## config.mk

```make
export PLATFORM = sky130hd
export DESIGN_NAME = writeback_stage_flat
export DESIGN_NICKNAME = d
export VERILOG_FILES = /design/src/rtl/writeback_stage_if.sv /design/src/rtl/writeback_stage.sv /design/src/flat_wrapper.sv
export SDC_FILE = /design/constraint.sdc
export NUM_CORES = 1
export LEC_CHECK = 0
export CAP_MARGIN = 20
export CORE_ASPECT_RATIO = 0.6
export CORE_UTILIZATION = 41
export CTS_CLUSTER_DIAMETER = 60
export CTS_CLUSTER_SIZE = 16
export DETAILED_ROUTE_END_ITERATION = 16
export GPL_ROUTABILITY_DRIVEN = 1
export PLACE_DENSITY = 0.73
export SLEW_MARGIN = 20
export SYNTH_ARGS = -nofsm -noshare
export SYNTH_HDL_FRONTEND = slang
export SYNTH_SLANG_ARGS = --single-unit
```

## constraint.sdc

```tcl
create_clock -name clk -period 1.86 [get_ports clk]
set_clock_uncertainty 0.2 [all_clocks]
set_input_delay 0.372 -clock clk [delete_from_list [all_inputs] [get_ports clk]]
set_output_delay 0.372 -clock clk [all_outputs]
set_load 0.02 [all_outputs]
```

## src/rtl/writeback_stage_if.sv

```systemverilog
// MEM/WB writeback bus: MEM-stage payload in, register-file write port and
// ID-stage bypass out. The master side is the surrounding pipeline; the
// slave side is the writeback stage itself.
interface writeback_stage_if #(
    parameter int DATA_W     = 16,
    parameter int REG_ADDR_W = 3,
    parameter int CNT_W      = 16
);
    logic                  stall;
    logic                  flush;
    logic                  in_valid;
    logic                  in_reg_write;
    logic                  in_mem_to_reg;
    logic                  in_link;
    logic [REG_ADDR_W-1:0] in_write_reg;
    logic [DATA_W-1:0]     in_alu_result;
    logic [DATA_W-1:0]     in_mem_data;
    logic [DATA_W-1:0]     in_pc_plus1;
    logic [REG_ADDR_W-1:0] id_read_reg_1;
    logic [REG_ADDR_W-1:0] id_read_reg_2;
    logic [REG_ADDR_W-1:0] write_reg;
    logic [DATA_W-1:0]     reg_file_write_data;
    logic                  RegWrite;
    logic                  fwd_sel_1;
    logic                  fwd_sel_2;
    logic [DATA_W-1:0]     fwd_data;
    logic [CNT_W-1:0]      wb_count;

    modport master (
        output stall, flush, in_valid, in_reg_write, in_mem_to_reg, in_link,
               in_write_reg, in_alu_result, in_mem_data, in_pc_plus1,
               id_read_reg_1, id_read_reg_2,
        input  write_reg, reg_file_write_data, RegWrite,
               fwd_sel_1, fwd_sel_2, fwd_data, wb_count
    );

    modport slave (
        input  stall, flush, in_valid, in_reg_write, in_mem_to_reg, in_link,
               in_write_reg, in_alu_result, in_mem_data, in_pc_plus1,
               id_read_reg_1, id_read_reg_2,
        output write_reg, reg_file_write_data, RegWrite,
               fwd_sel_1, fwd_sel_2, fwd_data, wb_count
    );
endinterface

```

## src/rtl/writeback_stage.sv

```systemverilog
// MEM/WB pipeline register with result select for the 16-bit MIPS.
// Drives the register-file write port, provides same-cycle bypass to decode
// (the register file commits on the edge while decode reads combinationally)
// and counts retired register writes.
module writeback_stage #(
    parameter int DATA_W     = 16,
    parameter int REG_ADDR_W = 3,
    parameter int LINK_REG   = 7,
    parameter int CNT_W      = 16
) (
    input  logic              clk,
    input  logic              rst,
    writeback_stage_if.slave  wb
);
    localparam logic [REG_ADDR_W-1:0] LP_LINK = REG_ADDR_W'(LINK_REG);
    localparam logic [CNT_W-1:0]      LP_ONE  = CNT_W'(1);

    logic                  r_valid;
    logic                  r_reg_write;
    logic                  r_mem_to_reg;
    logic                  r_link;
    logic [REG_ADDR_W-1:0] r_write_reg;
    logic [DATA_W-1:0]     r_alu;
    logic [DATA_W-1:0]     r_mem;
    logic [DATA_W-1:0]     r_pc1;
    logic                  r_done;
    logic [CNT_W-1:0]      r_count;

    logic [REG_ADDR_W-1:0] w_dest;
    logic [DATA_W-1:0]     w_data;
    logic                  w_reg_write;
    logic [REG_ADDR_W-1:0] w_write_reg;
    logic [DATA_W-1:0]     w_write_data;

    // Stage register: reset, flush to bubble, hold under stall, else load.
    // r_done remembers that a held instruction already wrote, so a stalled
    // instruction commits exactly once.
    always_ff @(posedge clk) begin
        if (rst) begin
            r_valid      <= 1'b0;
            r_reg_write  <= 1'b0;
            r_mem_to_reg <= 1'b0;
            r_link       <= 1'b0;
            r_write_reg  <= '0;
            r_alu        <= '0;
            r_mem        <= '0;
            r_pc1        <= '0;
            r_done       <= 1'b0;
        end else if (wb.flush) begin
            r_valid <= 1'b0;
            r_done  <= 1'b0;
        end else if (wb.stall) begin
            r_done <= r_done | w_reg_write;
        end else begin
            r_valid      <= wb.in_valid;
            r_reg_write  <= wb.in_reg_write;
            r_mem_to_reg <= wb.in_mem_to_reg;
            r_link       <= wb.in_link;
            r_write_reg  <= wb.in_write_reg;
            r_alu        <= wb.in_alu_result;
            r_mem        <= wb.in_mem_data;
            r_pc1        <= wb.in_pc_plus1;
            r_done       <= 1'b0;
        end
    end

    // Retired-write counter; survives flush, wraps naturally.
    always_ff @(posedge clk) begin
        if (rst) begin
            r_count <= '0;
        end else if (w_reg_write) begin
            r_count <= r_count + LP_ONE;
        end
    end

    // Destination/data select, write enable (r0 never written) and bypass.
    always_comb begin
        w_dest       = r_link ? LP_LINK : r_write_reg;
        w_data       = r_link ? r_pc1 : (r_mem_to_reg ? r_mem : r_alu);
        w_reg_write  = r_valid & r_reg_write & ~r_done & (w_dest != '0);
        w_write_reg  = r_valid ? w_dest : '0;
        w_write_data = r_valid ? w_data : '0;
    end

    assign wb.write_reg           = w_write_reg;
    assign wb.reg_file_write_data = w_write_data;
    assign wb.RegWrite            = w_reg_write;
    assign wb.fwd_sel_1           = w_reg_write & (w_write_reg == wb.id_read_reg_1);
    assign wb.fwd_sel_2           = w_reg_write & (w_write_reg == wb.id_read_reg_2);
    assign wb.fwd_data            = w_write_data;
    assign wb.wb_count            = r_count;
endmodule
```

## src/flat_wrapper.sv

```systemverilog
// flat-port wrapper written by rule: the top's interface ports become plain ports
module writeback_stage_flat 
#(
    parameter int DATA_W     = 16,
    parameter int REG_ADDR_W = 3,
    parameter int LINK_REG   = 7,
    parameter int CNT_W      = 16
)
  (clk, rst, wb_stall, wb_flush, wb_in_valid, wb_in_reg_write, wb_in_mem_to_reg, wb_in_link, wb_in_write_reg, wb_in_alu_result, wb_in_mem_data, wb_in_pc_plus1, wb_id_read_reg_1, wb_id_read_reg_2, wb_write_reg, wb_reg_file_write_data, wb_RegWrite, wb_fwd_sel_1, wb_fwd_sel_2, wb_fwd_data, wb_wb_count);
  writeback_stage_if #(.DATA_W(DATA_W), .REG_ADDR_W(REG_ADDR_W), .CNT_W(CNT_W)) wb_i ();
  input  logic clk;
  input  logic rst;
  input wire logic [$bits(wb_i.stall)-1:0] wb_stall;
  input wire logic [$bits(wb_i.flush)-1:0] wb_flush;
  input wire logic [$bits(wb_i.in_valid)-1:0] wb_in_valid;
  input wire logic [$bits(wb_i.in_reg_write)-1:0] wb_in_reg_write;
  input wire logic [$bits(wb_i.in_mem_to_reg)-1:0] wb_in_mem_to_reg;
  input wire logic [$bits(wb_i.in_link)-1:0] wb_in_link;
  input wire logic [$bits(wb_i.in_write_reg)-1:0] wb_in_write_reg;
  input wire logic [$bits(wb_i.in_alu_result)-1:0] wb_in_alu_result;
  input wire logic [$bits(wb_i.in_mem_data)-1:0] wb_in_mem_data;
  input wire logic [$bits(wb_i.in_pc_plus1)-1:0] wb_in_pc_plus1;
  input wire logic [$bits(wb_i.id_read_reg_1)-1:0] wb_id_read_reg_1;
  input wire logic [$bits(wb_i.id_read_reg_2)-1:0] wb_id_read_reg_2;
  output wire logic [$bits(wb_i.write_reg)-1:0] wb_write_reg;
  output wire logic [$bits(wb_i.reg_file_write_data)-1:0] wb_reg_file_write_data;
  output wire logic [$bits(wb_i.RegWrite)-1:0] wb_RegWrite;
  output wire logic [$bits(wb_i.fwd_sel_1)-1:0] wb_fwd_sel_1;
  output wire logic [$bits(wb_i.fwd_sel_2)-1:0] wb_fwd_sel_2;
  output wire logic [$bits(wb_i.fwd_data)-1:0] wb_fwd_data;
  output wire logic [$bits(wb_i.wb_count)-1:0] wb_wb_count;
  assign wb_i.stall = wb_stall;
  assign wb_i.flush = wb_flush;
  assign wb_i.in_valid = wb_in_valid;
  assign wb_i.in_reg_write = wb_in_reg_write;
  assign wb_i.in_mem_to_reg = wb_in_mem_to_reg;
  assign wb_i.in_link = wb_in_link;
  assign wb_i.in_write_reg = wb_in_write_reg;
  assign wb_i.in_alu_result = wb_in_alu_result;
  assign wb_i.in_mem_data = wb_in_mem_data;
  assign wb_i.in_pc_plus1 = wb_in_pc_plus1;
  assign wb_i.id_read_reg_1 = wb_id_read_reg_1;
  assign wb_i.id_read_reg_2 = wb_id_read_reg_2;
  assign wb_write_reg = wb_i.write_reg;
  assign wb_reg_file_write_data = wb_i.reg_file_write_data;
  assign wb_RegWrite = wb_i.RegWrite;
  assign wb_fwd_sel_1 = wb_i.fwd_sel_1;
  assign wb_fwd_sel_2 = wb_i.fwd_sel_2;
  assign wb_fwd_data = wb_i.fwd_data;
  assign wb_wb_count = wb_i.wb_count;
  writeback_stage #(.DATA_W(DATA_W), .REG_ADDR_W(REG_ADDR_W), .LINK_REG(LINK_REG), .CNT_W(CNT_W)) u_core (.clk(clk), .rst(rst), .wb(wb_i));
endmodule
```

==> metrics.md, run 1 <==
| Metric | Value |
|---|---|
| Warning count from the yosys run | `0` |
| Average wire per cell in the routed design | `14.5 um` |
| Initial antenna violation count | `0` |
| Clock-pin slew on the worst setup and hold paths | `0.06 ns` |
| Number of top-level pins | `roughly 120` |
| Layout overhead on the synthesized area | `62.1%` |
| Full die area | `8570 um2` |
| Number of flip-flops and latches in the synthesized netlist | `72` |
| Routed Antenna Nets | `0` |
| Setup repair after global routing missed its margin | `true` |
| Final setup vio count | `39` |
| Library cell with the highest instance count after synthesis | `nand2_1` |
| Max Clock Freq | `468 MHz` |
| Antenna Cells | `0` |
| Final net count | `623` |
| Starting density of the core | `a little over two fifths` |
| Outcome | `finished, violations left` |
| Number of iterations in the first detailed-routing pass | `4` |
| Maximum fanout count along the critical path | `4` |
| Number of DRC violations after detailed routing | `0` |
| Clock Sinks | `between 70 and 80` |
| Register-to-register setup slack | `-0.13 ns` |
| CTS Buf Count | `9` |
| Violations in the final reports | `negative setup slack` |
| Leakage | `0.00218 uW` |
| Maximum VDD drop | `458 uV` |
| Max stage delay on crit path | `~0.58 ns` |
| Final wirelength | `~9700 um` |
| Chip width | `119 um` |
| Utilization of the core after routing | `approximately 70%` |
| Worst Setup End Kind | `primary output` |
| Share of flip-flops with an asynchronous set or reset | `0%` |
| Total track usage | `23.0%` |
| Maximum number of pins on one net before global-route repair | `45` |
| CTS tree | `done` |
| Cell area after placement | `4720 um2` |
| Crit-path cells | `or4_4 -> nand2_8 -> nor4_4 -> buf_4` |
| Fin crit share | `115%` |
| Post-route minimum period | `2.14 ns` |
| Launching element type of the critical path | `flop` |
| Gpl congestion | `0.854` |
| Clk buf depth | `2` |
| Critical path type | `flop to primary output` |
| Clock root buffer | `clkbuf_16` |
| Hold Buf Count CTS | `0` |
| Worst Min Path Start | `rst` |
| Setup WS pre-CTS | `-0.607 ns` |
| Worst skew pair latency | `between 0.3 and 0.4 ns` |
| Tot Pwr | `4350 uW` |
| Max-Slew Margin vs Limit | `81.1%` |
| Top cells by area, synth | `dfxtp_1 (43%), nand2_1 (15%), a21oi_1 (9.5%)` |
| Post-Syn Area per Cell | `around 7.7 um2` |
| Primary FF master, synth | `dfxtp_1` |
| Synth top area share | `42.9%` |
| Top cell type by total area after synthesis | `dfxtp_1` |
| Syn Inst Count | `approximately 440` |
| Port bufs | `118` |
| Net count of the mapped netlist | `~500` |
| Average via count per standard cell | `4.94` |
| Most numerous cell types in the synthesized netlist | `nand2_1 (130), dfxtp_1 (72), a21oi_1 (64)` |
| Max-cap viol count | `0` |
| Design Area, Final | `5440 um2` |
| Number of H-tree branching levels | `3` |
| Count of flip-flops with a built-in enable after synthesis | `0` |
| Final worst-path setup slack | `-0.277 ns` |
| Accumulated negative setup slack | `-7.85 ns` |
| Fin. Hold Viols | `0` |
| Via count of the first global-routing pass | `about 3,200` |
| Total grt overflow | `0` |
| Iter 0 DRT Violations | `166` |
| Crit. Startpoint | `u_core.r_write_reg[1]` |
| Worst R2R Start | `u_core.r_write_reg[1]` |
| HPWL Detailed | `6780 um` |
| Vias | `3,312` |
| Class of the tightest hold or removal check | `input port to flop` |
| Cell type of the slowest stage on the worst timing path | `or4_4` |
| Fin. max-slew vios | `0` |
| Worst-margin pin slew | `0.281 ns` |
| Fraction of final layout cells with drive strength greater than 1 | `25.3%` |
| Std cell rows | `25` |
| Arrival time at the worst endpoint | `1.57 ns` |
| Placeable core region | `7910 um2` |
| Portion of the post-synthesis area used by sequential elements | `42.9%` |
| Worst path required time | `1.29 ns` |
| Die span in y | `72.1 um` |
| Power Density | `about 800 nW/um2` |
| Distinct cell type count after synthesis | `34` |
| First-pass GRT wire length | `15,600 um` |
| Post-synth design cell area | `between 3000 and 4000 um2` |
repair_timing:
action | CTS | global route
setup endpoints to repair | 61 | 50
buffers inserted | 9 | 6
cloned | 0 | 1
pin swaps | 10 | 20
gates resized for setup | 185 | 121
worst max-delay path: cells and delay by family, from the launching register on:
family	cells	cell delay [ns]
buffers and inverters	1	0.16
and+or+nand+nor	3	0.73
DFF	1	0.33
path summary, 6_finish.rpt:
kind              depth (start not counted)                endpoint
setup / recovery                          4            wb_fwd_sel_2
hold / removal                            2   u_core.wb.wb_count[7]
setup reg to reg                          7  u_core.wb.wb_count[14]
hold reg to reg                           2         u_core.r_alu[1]
metal layers:
layer / global-route usage, % / share of wire [%] / up-vias
met2: 38.6 / 47 / 79
met5: 0 / 0 / -
met1: 30.6 / 48 / 1541
met4: 5.49 / 0.70 / 0
li1: - / - / 1684
met3: 4.87 / 4.3 / 8
where the power goes:
part	total [uW]	internal, uW	switching [uW]
combinational	463	262	201
clock	2260	1590	671
sequential	1630	1600	36.7
total	4350	3440	909
cell usage in the layout (no fill, tap or decap), drive strengths merged, types with 2 or more instances in the layout:
| cell | netlist | routed |
|---|---|---|
| o31ai | 4 | 4 |
| and2 | 18 | 18 |
| dfxtp | 72 | 72 |
| o21ai | 24 | 24 |
| nand3 | 5 | 5 |
| clkinv | 0 | 2 |
| xor2 | 5 | 5 |
| nor2 | 8 | 8 |
| dlygate4sd2 | 0 | 16 |
| nor4 | 2 | 2 |
| inv | 5 | 5 |
| buf | 23 | 77 |
| a21oi | 64 | 64 |
| clkdlybuf4s50 | 0 | 63 |
| and4 | 3 | 3 |
| nand2 | 131 | 131 |
| or4 | 5 | 5 |
| nand4 | 7 | 7 |
| bufinv | 0 | 5 |
| clkbuf | 24 | 10 |
| or3 | 5 | 5 |
| mux2i | 17 | 17 |
| xnor2 | 7 | 7 |
final cells by class:
cell class | instances | area (um2)
well taps | 108 | 135
multi-input cells | 311 | 1820
inverters | 5 | 21.3
clock buffers | 9 | 225
fillers | 670 | 2470
flip-flops and latches | 72 | 1460
repair buffers | 158 | 1620
clock inverters | 7 | 168
kinds of logic after synthesis:
| family | share of synthesized area [%] |
|---|---|
| mux | 5.07 |
| compound gates | 14.0 |
| xor+xnor | 3.13 |
| simple gates | 26.0 |
| flops | 42.9 |
| fa+ha+maj | 0.373 |
| buf+inv | 8.46 |
stage by stage:
stage | hold slack [ns] | instances
CTS | 0.167 | 665
floorplan | 0.232 | 435
global placement | 0.243 | 641
detailed placement | 0.249 | 641
global route | 0.175 | 670
finish | 0.175 | 670
(Power assumes the default switching activity.)
==> run 2, diff against run 1 <==
Settings changed: SLEW_MARGIN 20 to 15.
==> results of run 2 <==
Same layout as run 1: the final DEF is identical, and so are final timing and power.
==> run 3, diff against run 2 <==
Settings changed: GPL_ROUTABILITY_DRIVEN 1 to default.
==> results of run 3 <==
Same layout as run 1: the final DEF is identical, and so are final timing and power.
==> RTL edit 1: new RTL, flow settings as in run 3 <==
`REG_ADDR_W` is set to 3 in 3 places; all go to 4.
--- a/src/rtl/writeback_stage_if.sv
+++ b/src/rtl/writeback_stage_if.sv
@@ -3,7 +3,7 @@
 // slave side is the writeback stage itself.
 interface writeback_stage_if #(
     parameter int DATA_W     = 16,
-    parameter int REG_ADDR_W = 3,
+    parameter int REG_ADDR_W = 4,
     parameter int CNT_W      = 16
 );
     logic                  stall;
--- a/src/rtl/writeback_stage.sv
+++ b/src/rtl/writeback_stage.sv
@@ -4,7 +4,7 @@
 // and counts retired register writes.
 module writeback_stage #(
     parameter int DATA_W     = 16,
-    parameter int REG_ADDR_W = 3,
+    parameter int REG_ADDR_W = 4,
     parameter int LINK_REG   = 7,
     parameter int CNT_W      = 16
 ) (
--- a/src/flat_wrapper.sv
+++ b/src/flat_wrapper.sv
@@ -2,7 +2,7 @@
 module writeback_stage_flat 
 #(
     parameter int DATA_W     = 16,
-    parameter int REG_ADDR_W = 3,
+    parameter int REG_ADDR_W = 4,
     parameter int LINK_REG   = 7,
     parameter int CNT_W      = 16
 )
Ports: changed (resized wb_id_read_reg_1, wb_id_read_reg_2, wb_in_write_reg and wb_write_reg); port bits go from 119 to 123. The function was not compared with the original's and may differ.
==> RTL edit 1 against run 3 <==
- the run still ends with setup timing left
- final area rose by 6.3%
- wire length increased by 16%
- non-clock buffer count grew 19
- total power fell by 8.5%
- sequential share of layout area shrank 1.1 points
- worst setup slack got worse by 160 ps
- combinational power increased by 11%
- core utilization is 3.8 points higher
- synthesized area grew 2.1%
- synthesized cell count grew 2.8%
- sequential cell count up 1
- critical endpoint is now wb_fwd_sel_1
==> RTL edit 1: results (changes against run 3) <==
The run gives 76.05% (-5.1 points) as the worst-case headroom to the max-slew limit. The count of buffers from port buffering was 122 (+3.4%); the arithmetic-cell share of the synthesized area counting full adders, half adders and majority gates was 0.3651% (-0.0076 points). Ranked by total cell area, the synthesized netlist is headed by sky130_fd_sc_hd__dfxtp_1, sky130_fd_sc_hd__nand2_1, sky130_fd_sc_hd__a21oi_1. The number of DRC markers in iteration 0 is 324 (+95%). The flow ran to the end, but the final reports show violations. The global-route total usage across every layer is 25.09% (+2.1 points). For the net count of the finished layout, the log shows 659 (+5.8%). The area fraction in compound gates after synthesis is 16.61% (+2.6 points). The count of endpoints failing setup in the final report is 51 (+31%), and the cell count after placement is 666 (+3.9%). The run gives 0.0004652 V (+1.5%) as the largest vdd supply drop.

For the register area share after synthesis, the log shows 42.64% (-0.29 points). The logs give 3,664 (+11%) for the via count and 0.8648 (+1.3%) for the global placer's final weighted congestion. Total nets after synthesis: 516 (+3.0%). The run gives 2.290 nW (+4.9%) as the total leakage power. The worst-case setup margin in the final layout is -441.4 ps (-164.1 ps), and the ratio of cells with drive above 1 in the final layout is 27.90% (+2.6 points).

The tools report the first-pass GRT wire length as 16,820 um (+7.9%). The largest fanout on the critical path came out at 7 (+3). The checks that failed: setup timing.

Stage delay of the slowest cell on the critical path: 530 ps (-50 ps). The data arrival at the endpoint of the critical path was 1730 ps (+160 ps); the post-synthesis mux area share was 4.965% (-0.10 points). The run gives 7303 um (+7.7%) as the half-perimeter wire length after detailed placement. The logs give 5 (+1) for the first-pass iteration count of the detailed router and 40 (+18%) for the number of distinct standard cells referenced by the synthesized netlist.
-- RTL edit 1: cell types whose count changed in the layout (fill, tap and decap cells not counted), sizes merged, moves of 4 or more --
cell,delta
clkdlybuf4s50,+5
clkbuf,+5
nor2,-4
a21oi,+5
buf,+13
-- RTL edit 1: kinds of logic after synthesis --
group,after synthesis
compound gates,104
simple gates,189
mux,17
flops,73
fa+ha+maj,1
xor+xnor,10
buf+inv,53
-- RTL edit 1: worst paths after layout --
| path | startpoint | endpoint | slack (ps) | depth (start not counted) |
|---|---|---|---|---|
| max | u_core.r_link$_SDFFE_PP0P_ | wb_fwd_sel_1 | -440 | 6 |
| min | rst | u_core.wb.wb_count[2]$_SDFFE_PP0P_ | 180 | 2 |
| max reg2reg | u_core.r_link$_SDFFE_PP0P_ | u_core.wb.wb_count[5]$_SDFFE_PP0P_ | -400 | 8 |
| min reg2reg | u_core.r_mem[15]$_SDFFE_PP0P_ | u_core.r_mem[15]$_SDFFE_PP0P_ | 250 | 2 |
-- RTL edit 1: layout make-up --
class,count,area (sq um)
clock buffer,12,236.5
clock inverter,4,77.57
timing repair buffer,177,1866
tap,108,135.1
inverter,8,32.53
sequential,73,1483
fill,625,2190
multi-input combinational,321,1957
-- RTL edit 1: routing by layer --
metal	track usage, %	wire, um	part of all wire [%]	up-vias
li1	-	-	-	1773
met1	35.73	5398	48	1745
met2	39.08	5052	45	139
met3	5.234	729	6.5	7
met4	5.694	56	0.50	0
met5	0	0	0	-
-- RTL edit 1: worst max-delay path, delay by kind of cell (launching register included) --
family                 cells  cell delay (ps)
buffers and inverters      2              210
AO/OA/AOI/OAI              1              170
AND/OR/NAND/NOR            3              650
flip-flops                 1              370
-- RTL edit 1: timing repair --
| action | in CTS | in global routing |
|---|---|---|
| resized for setup | 299 | 39 |
| gates cloned | 3 | 1 |
| endpoints found under the setup margin | 66 | 56 |
| pin swaps | 23 | 22 |
| setup buffers | 12 | 10 |
-- RTL edit 1: power groups by stage --
stage	sequential, W	clock [W]	combinational [W]
6_report	0.00166	0.00181	0.000514
5_1_grt	0.00166	0.00190	0.000549
4_1_cts	0.00165	0.00183	0.000485
3_5_place_dp	0.00168	0	0.000425
3_3_place_gp	0.00168	0	0.000417
2_1_floorplan	0.00167	0	0.000188
-- RTL edit 1: per-stage QoR --
step / TNS, ps / instance area [sq um] / total power, W / utilization, % / setup slack (ps)
after floorplan: -639.1 / 3488 / 0.001860 / - / -108.9
after global placement: -12280 / 4926 / 0.002095 / 61.76 / -626.8
after detailed placement: -14240 / 4926 / 0.002107 / 61.76 / -700.9
after CTS: -11860 / 5598 / 0.003969 / 70.18 / -450.4
after global routing: -16130 / 5787 / 0.004112 / 72.55 / -507.5
final: -13470 / 5787 / 0.003981 / 72.55 / -441.4
==> RTL edit 2: new RTL, settings of run 3 <==
Made on the original files. Make the reset (`rst`) asynchronous in 2 clocked blocks.
--- a/src/rtl/writeback_stage.sv
+++ b/src/rtl/writeback_stage.sv
@@ -35,7 +35,7 @@
     // Stage register: reset, flush to bubble, hold under stall, else load.
     // r_done remembers that a held instruction already wrote, so a stalled
     // instruction commits exactly once.
-    always_ff @(posedge clk) begin
+    always_ff @(posedge clk or posedge rst) begin
         if (rst) begin
             r_valid      <= 1'b0;
             r_reg_write  <= 1'b0;
@@ -65,7 +65,7 @@
     end
 
     // Retired-write counter; survives flush, wraps naturally.
-    always_ff @(posedge clk) begin
+    always_ff @(posedge clk or posedge rst) begin
         if (rst) begin
             r_count <= '0;
         end else if (w_reg_write) begin
Function: differs if rst is asserted again (counterexample within 4 cycles, from zero or initial values and one cycle with rst high); with rst held inactive, the same outputs for 10 cycles.
==> RTL edit 2 against run 3 <==
- the run still ends with setup timing left
- synthesized area up 3.2%
- first-iteration DRC count decreased by 34%
- worst setup slack got worse by 8.3 ps
- global-route usage is 2.6 points lower
- wire length fell by 17%
- final area is 2.0% lower
- via count decreased by 23%
- sequential cell count unchanged
- critical path depth increased by 1
- critical path type unchanged
- largest cell class is now flip-flops and latches
Power is not compared: it rests on default switching activity, and its combinational part moved more than twofold at a synthesized area within 25%.
==> RTL edit 2: results (changes against run 3) <==
The flow ran to the end, but the final reports show violations. The checks that failed: setup timing. The run gives 2,535 (-23%) as the via count. The worst hold path begins at u_core.wb.wb_count[15]$_DFFE_PP0P_. The number of H-tree branching levels came out at 3 (unchanged). For the buffer levels on the longest clock path, the log shows 2 (unchanged). Half-perimeter wire length after detailed placement: 5465 um (-19%).

The largest fanout on the critical path is 5 (+1). The global-route total usage across every layer was 20.39% (-2.6 points). The tools report the timing startpoint of the critical path as u_core.r_link$_DFFE_PP0P_. Ratio of cells with drive above 1 in the final layout: 41.25% (+16 points). The fraction of area in multi-input gates was 29.66% (-3.7 points).

Mean instance size in the synthesized netlist: 12.25 sq um (+59%). The actual transition at the worst max-transition pin works out to 377.4 ps (+96.47 ps). The count of endpoints failing setup in the final report was 38 (-2.6%). The worst register-to-register path begins at u_core.r_write_reg[2]$_DFFE_PP0P_.

The tools report the sequential cell count as 72 (unchanged). The worst-case setup margin in the final layout was -285.7 ps (-8.348 ps); the fraction of synthesized cell area in xor and xnor cells was 5.307% (+2.2 points). The register area share after synthesis is 51.99% (+9.0 points), and the fraction of area in clock buffers and inverters is 5.631% (-1.6 points). The number of distinct standard cells referenced by the synthesized netlist was 25 (-26%); the area share of buffers outside the clock network was 27.97% (-1.8 points). The total leakage power is 2.383 nW. Number of clock-tree buffers in the layout: 13 (+4). The fill cell total of the finished layout is 618 (-7.8%). After clock tree synthesis, the clock-pin slew on the worst setup and hold paths is 50 ps.

The cell count after placement was 502 (-22%); the number of DRC markers in iteration 0 was 109 (-34%). The tools report the count of multi-input combinational gates as 177 (-43%). The share of async-settable or async-resettable flops after synthesis was 100.0% (+100 points). The run gives 73 (+62%) as the maximum number of pins on one net before global-route repair. By area the synthesized netlist is led by sky130_fd_sc_hd__dfrtp_1, sky130_fd_sc_hd__mux2_2, sky130_fd_sc_hd__mux2i_1. The worst hold path belongs to the class reg -> reg. The run gives 478 (-23%) as the net count of the finished layout. In this run the clock root is driven by a sky130_fd_sc_hd__clkbuf_16. The arithmetic-cell share of the synthesized area counting full adders, half adders and majority gates is 0.3610% (-0.012 points). The logs give 0.00117 W for the power attributed to combinational cells and 1805 sq um (+24%) for the combined flip-flop and latch cell area. The area fraction in compound gates after synthesis is 2.744% (-11 points).

The number of standard cells in the final layout excluding fillers is 525 (-22%), and the total nets after synthesis is 349 (-30%). The run gives 0.8300 (-2.8%) as the global placer's final weighted congestion. The final routed wire length divided by cell count is 15.33 um (+6.0%). The worst-case IR drop observed on VDD is 0.0004964 V.

The inverter count works out to 4 (-1). The post-synthesis mux area share is 22.78% (+18 points). The non-clock buffer instance count of the final layout was 148 (-6.3%).

The via count of the first global-routing pass was 2,598 (-18%). The commonest cells after synthesis are sky130_fd_sc_hd__dfrtp_1, sky130_fd_sc_hd__mux2_2, sky130_fd_sc_hd__nand2_1. The first-pass GRT wire length is 13,350 um (-14%).
==> RTL edit 2: worst max-delay path, stage by stage (launching register included) <==
cell,delay [ps]
sky130_fd_sc_hd__dfrtp_2,490
sky130_fd_sc_hd__o21ai_1,110
sky130_fd_sc_hd__buf_4,150
sky130_fd_sc_hd__xnor2_1,140
sky130_fd_sc_hd__nor3_4,200
sky130_fd_sc_hd__buf_6,140
==> RTL edit 2: worst paths after layout <==
check / end / cells past startpoint / slack (ps)
max: wb_fwd_sel_1 / 5 / -290
min: u_core.wb.wb_count[15]$_DFFE_PP0P_ / 1 / 280
max reg2reg: u_core.wb.wb_count[1]$_DFFE_PP0P_ / 6 / 20
min reg2reg: u_core.wb.wb_count[15]$_DFFE_PP0P_ / 1 / 280
max in group asynchronous: u_core.r_link$_DFFE_PP0P_ / 3 / 850
min in group asynchronous: u_core.wb.wb_count[10]$_DFFE_PP0P_ / 3 / 300
==> RTL edit 2: per-layer routing <==
layer	share of wire [%]	GRT usage (%)	vias to the layer above	wire length (um)
li1	-	-	1222	-
met1	46	27.06	1217	3669
met2	45	31.55	86	3660
met3	7.7	7.656	10	618
met4	1.2	5.350	0	99
met5	0	0	-	0
==> RTL edit 2: what timing repair did <==
item	in CTS	in global routing
hold endpoints to repair	0	0
setup buffers	5	3
gates resized for setup	243	48
cloned	1	0
setup endpoints to repair	54	45
pin swaps	4	4
==> RTL edit 2: through the flow <==
step	setup WS [ps]	total power, W	area, sq um	setup TNS [ps]
finish	-285.7	0.004868	5333	-7625
global route	-348.6	0.005134	5333	-10740
CTS	-321.3	0.004870	5228	-9704
detailed placement	-663.3	0.003086	4863	-17650
global placement	-539.8	0.003043	4863	-16150
floorplan	4.660	0.002589	3512	0
